**src/rtl/multi_cycle_control.sv**
```systemverilog
// multi_cycle_control: multi-cycle MIPS-subset control FSM with retire counter.
// Optional MC_CTRL_ILLEGAL_TRAP_EN traps unsupported instructions instead of skipping them.
module multi_cycle_control (
    input  logic        clk,
    input  logic        rst_n,
    input  logic [5:0]  op,
    input  logic [5:0]  func,
    input  logic        mem_ready,
    input  logic        zero,
    output logic        mem_read,
    output logic        mem_write,
    output logic        iord,
    output logic        ir_write,
    output logic        pc_write,
    output logic        pc_src,
    output logic        reg_write,
    output logic        reg_dst,
    output logic        mem_to_reg,
    output logic        alu_src,
    output logic [2:0]  alu_op,
    output logic [2:0]  state,
    output logic [15:0] retire_cnt,
    output logic        illegal
);
    typedef enum logic [2:0] {FETCH = 3'd0, DECODE = 3'd1, EXEC = 3'd2, MEM = 3'd3, WB = 3'd4, TRAP = 3'd5} state_t;

    localparam logic [5:0] OP_R = 6'b000000, OP_LW = 6'b100011, OP_SW = 6'b101011;
    localparam logic [5:0] OP_BEQ = 6'b000100, OP_LUI = 6'b001111;

    state_t     cur, nxt;
    logic [5:0] op_q, func_q;
    logic       retire;

    function automatic logic [3:0] r_alu(input logic [5:0] f);
        // {valid, alu_op} for the R-type function field
        case (f)
            6'b100000: return 4'b1010;
            6'b100010: return 4'b1110;
            6'b100100: return 4'b1000;
            6'b100101: return 4'b1001;
            6'b100110: return 4'b1011;
            default:   return 4'b0000;
        endcase
    endfunction

    function automatic logic supported(input logic [5:0] o, input logic [5:0] f);
        return (o == OP_R) ? r_alu(f)[3] : (o == OP_LW || o == OP_SW || o == OP_BEQ || o == OP_LUI);
    endfunction

    always_ff @(posedge clk or negedge rst_n) begin
        if (!rst_n) begin
            cur        <= FETCH;
            op_q       <= '0;
            func_q     <= '0;
            retire_cnt <= '0;
        end else begin
            cur <= nxt;
            if (cur == DECODE) begin
                op_q   <= op;
                func_q <= func;
            end
            if (retire) retire_cnt <= retire_cnt + 16'd1;
        end
    end

    always_comb begin
        nxt        = FETCH;
        retire     = 1'b0;
        mem_read   = 1'b0;
        mem_write  = 1'b0;
        iord       = 1'b0;
        ir_write   = 1'b0;
        pc_write   = 1'b0;
        pc_src     = 1'b0;
        reg_write  = 1'b0;
        reg_dst    = 1'b0;
        mem_to_reg = 1'b0;
        alu_src    = 1'b0;
        alu_op     = 3'b000;
        // Reset forces every strobe low even though the state reads FETCH.
        if (rst_n) begin
            case (cur)
                FETCH: begin
                    mem_read = 1'b1;
                    ir_write = mem_ready;
                    pc_write = mem_ready;
                    nxt      = mem_ready ? DECODE : FETCH;
                end
`ifdef MC_CTRL_ILLEGAL_TRAP_EN
                DECODE: nxt = supported(op, func) ? EXEC : TRAP;
                TRAP:   nxt = TRAP;
`else
                DECODE: nxt = supported(op, func) ? EXEC : FETCH;
`endif
                EXEC: begin
                    alu_src  = (op_q == OP_LW || op_q == OP_SW || op_q == OP_LUI);
                    alu_op   = (op_q == OP_R) ? r_alu(func_q)[2:0] :
                               (op_q == OP_LUI) ? 3'b111 : (op_q == OP_BEQ) ? 3'b110 : 3'b010;
                    pc_src   = (op_q == OP_BEQ);
                    pc_write = (op_q == OP_BEQ) && zero;
                    retire   = (op_q == OP_BEQ);
                    nxt      = (op_q == OP_LW || op_q == OP_SW) ? MEM : (op_q == OP_BEQ) ? FETCH : WB;
                end
                MEM: begin
                    iord      = 1'b1;
                    mem_read  = (op_q == OP_LW);
                    mem_write = (op_q == OP_SW);
                    retire    = mem_ready && (op_q == OP_SW);
                    nxt       = !mem_ready ? MEM : (op_q == OP_LW) ? WB : FETCH;
                end
                WB: begin
                    reg_write  = 1'b1;
                    reg_dst    = (op_q == OP_R);
                    mem_to_reg = (op_q == OP_LW);
                    retire     = 1'b1;
                end
                default: nxt = FETCH;
            endcase
        end
    end

    assign state = cur;
`ifdef MC_CTRL_ILLEGAL_TRAP_EN
    assign illegal = (cur == TRAP);
`else
    assign illegal = 1'b0;
`endif
endmodule

```
**config.mk**
```make
export PLATFORM = sky130hd
export DESIGN_NAME = multi_cycle_control
export DESIGN_NICKNAME = d
export VERILOG_FILES = /design/src/rtl/multi_cycle_control.sv
export SDC_FILE = /design/constraint.sdc
export NUM_CORES = 1
export LEC_CHECK = 0
export ABC_AREA = 1
export CORE_MARGIN = 3
export CORE_UTILIZATION = 40
export DETAILED_ROUTE_END_ITERATION = 16
export HOLD_SLACK_MARGIN = 0.06
export PLACE_DENSITY = 0.67
export SETUP_SLACK_MARGIN = 0.2
export SKIP_LAST_GASP = 1
export SLEW_MARGIN = 0
export SYNTH_ARGS = -nofsm -noshare
export SYNTH_HDL_FRONTEND = slang
export SYNTH_SLANG_ARGS = --single-unit
```
**constraint.sdc**
```tcl
create_clock -name clk -period 1.5 [get_ports clk]
set_input_delay 0.15 -clock clk [delete_from_list [all_inputs] [get_ports clk]]
set_output_delay 0.15 -clock clk [all_outputs]
set_load 0.02 [all_outputs]
```
==> results.sh <==
export IMPL_die_y_um=76.1
export IMPL_hpwl_mm=3.87
export IMPL_clk_insertion_delay_late_ns=0.28
export IMPL_clock_sinks=31
export IMPL_ctsLongestPathBuffers=2
export IMPL_yosysSeqAreaShare_pct=39.5
export IMPL_path_cells="nor3_4 -> inv_2 -> nor2_4 -> nand3_2 -> a22oi_2 -> buf_4"
export IMPL_crit_path_end_kind="output port"
export IMPL_track_usage_pct=20.3
export IMPL_nFillCells=339
export IMPL_crit_fanout=4
export IMPL_viasPerCell=4.95
export IMPL_power_density_nw_per_um2=641
export IMPL_num_rows=24
export IMPL_firstDrtPassIters=4
export IMPL_clockRootBuffer="clkbuf_8"
export IMPL_post_route_period_util_pct=113
export IMPL_die_w_um=76.1
export IMPL_synth_area_sq_um=1960
export IMPL_worstReg2RegStart="op_q[0]"
export IMPL_grt_pass1_vias=2085
export IMPL_critPathTopFamily="simple AND/OR/NAND/NOR gates"
export IMPL_num_io_pins=49
export IMPL_finalNetCount=403
export IMPL_cp_required_ns=1.35
export IMPL_critical_path_class="reg2out"
export IMPL_r2r_setup_slack_ns=-0.11
export IMPL_rsz0062_at_grt="yes"
export IMPL_numPortBuffers=47
export IMPL_rr_worst_depth=10
export IMPL_cts_tree="done"
export IMPL_vias=2238
export IMPL_synth_fp_nets=305
export IMPL_synth_warnings=0
export IMPL_violations="negative hold slack, negative setup slack"
export IMPL_cp_arrival_ns=1.55
export IMPL_fin_skew_ns=0.00800
export IMPL_finalHoldViolations=23
export IMPL_start_kind="flop"
export IMPL_layout_drive_gt1_share_pct=42.9
export IMPL_fmax_mhz=588
export IMPL_whs_ns=-0.0167
export IMPL_grt_remaining_overflow=0
export IMPL_setup_tns_final_ns=-2.94
export IMPL_wl_per_cell_um=13.3
export IMPL_htree_levels=2
export IMPL_hold_path_class="in2async"
export IMPL_gp_congestion=0.802
export IMPL_antenna_diode_count=0
export IMPL_path_buf_inv=2
export IMPL_wirelength_mm=6.02
export IMPL_mostFrequentLayoutCells="nand2_1 (74), buf_4 (33), inv_1 (24), buf_6 (24), nand2_2 (23)"
export IMPL_ys_ff_latch=31
export IMPL_slew_violations=0
export IMPL_slowest_delay_ns=0.43
export IMPL_ir_drop_uv=590
export IMPL_syn_inst=288
export IMPL_drv_cap=0
export IMPL_setup_viol=39
export IMPL_drc=0
export IMPL_antenna_found_initial=0
export IMPL_leakage_nw=1.64
export IMPL_r2r_end="retire_cnt[0]"
export IMPL_ys_types=29
export IMPL_core_area_sq_um=4530
export IMPL_final_common_cell="nand2_1"
export IMPL_start_util_pct=43.3
export IMPL_period_needed_ns=1.70
export IMPL_grt_max_degree=51
export IMPL_initialDrtViolationCount=153
export IMPL_ant_nets=0
export IMPL_status="finished, violations left"
export IMPL_fp_dieArea_sq_um=5780
export IMPL_tightest_slew_ns=0.611
export IMPL_layout_setup_ws_ns=-0.200
export IMPL_grt_pass1_wl_mm=9.65
export IMPL_area_delta_synth_final_pct=74.8
export IMPL_slew_headroom_pct=59.3
export IMPL_numCtsBuffers=5
export IMPL_syn_mean_instance_area_sq_um=6.82
export IMPL_path_clk_slew_ns=0.07
export IMPL_worst_path_max_delay_cell="dfrtp_2"
layer usage:
metal	up-vias	GRT usage [%]	share of wire, %
li1	1117	-	-
met1	1062	27.3	45
met5	-	0	0
met4	0	6.52	0.91
met2	54	34.1	51
met3	5	2.72	3.6
Yosys cell counts, drive strengths merged:
master  instances  area (sq um)
nand2         101           387
inv            34           128
nor2           33           124
dfrtp          31           776
nand3          31           173
o21ai          12          60.1
nand4          10          62.6
a21oi           6          30.0
buf             4          31.3
clkbuf          4          15.0
nor3            4          36.3
xor2            4          35.0
nand3b          3          22.5
xnor2           3          26.3
nor4            2          12.5
a21boi          1          7.51
a22oi           1          7.51
a31oi           1          6.26
conb            1          3.75
ha              1          12.5
o21a            1          7.51
layout make-up:
| cell class | instances | area, sq um | area share, % |
|---|---|---|---|
| Sequential cell | 31 | 788 | 23.0 |
| Timing Repair Buffer | 98 | 962 | 28.0 |
| Inverter | 34 | 138 | 4.01 |
| Tap cell | 65 | 81.3 | 2.37 |
| Clock buffer | 7 | 86.3 | 2.52 |
| Multi-Input combinational cell | 216 | 1370 | 39.9 |
| Clock inverter | 1 | 5.00 | 0.146 |
per-stage QoR:
step	cell area, sq um	std cells	util [%]	power [mW]	worst slack [ns]
final	3430	452	75.7	2.20	-0.200
after global routing	3430	452	75.7	2.31	-0.272
after CTS	3200	448	70.7	2.14	-0.192
after detailed placement	2850	429	62.7	1.41	-0.335
after global placement	2850	429	62.7	1.41	-0.313
after floorplan	2060	288	-	1.16	0.0742
repair_timing:
action                                  CTS  global route
buffers inserted                          9             3
hold endpoints to repair                 31             8
gates cloned                              2             0
pin swaps                                28            23
endpoints found under the setup margin   59            48
gates resized for setup                 134            70
how the worst max path moves through the flow:
stage | from | cells after the start | end | slack [ns]
2_1_floorplan | state[0] | 3 | mem_to_reg | 0.07
3_3_place_gp | state[0] | 6 | alu_op[2] | -0.31
3_5_place_dp | state[0] | 6 | alu_op[2] | -0.33
4_1_cts | state[2] | 6 | alu_op[2] | -0.19
5_1_grt | state[0] | 6 | alu_op[2] | -0.27
6_report | state[2] | 6 | alu_op[2] | -0.20
worst register-to-register path, cell delays in order (launching register included):
cell	delay, ns
dfrtp_1	0.40
buf_4	0.14
nand4_1	0.14
buf_6	0.14
nor2_2	0.04
nand2_2	0.08
nand3_4	0.11
buf_12	0.16
buf_12	0.13
nand3b_1	0.08
nand2_1	0.05
sequential cells by signal, summed over array words and instances (netlist names):
name / count
func_q: 6
op_q: 6
retire_cnt: 16
state: 3
power breakdown:
group / total (mW) / internal, mW / switching [mW]
clock: 0.676 / 0.370 / 0.307
sequential: 0.957 / 0.902 / 0.0550
combinational: 0.565 / 0.268 / 0.296
total: 2.20 / 1.54 / 0.658
cells by family (layout without fill, tap and decap cells):
kind of cell / after synthesis / after routing / share of synthesized area [%]
xor+xnor: 7 / 7 / 3.12
other cells: 1 / 1 / 0.191
buf+inv: 42 / 140 / 8.86
compound gates: 22 / 22 / 6.06
fa+ha+maj: 1 / 1 / 0.637
simple gates: 184 / 185 / 41.6
flops: 31 / 31 / 39.5
No activity file was read; power rests on OpenSTA's default activity.
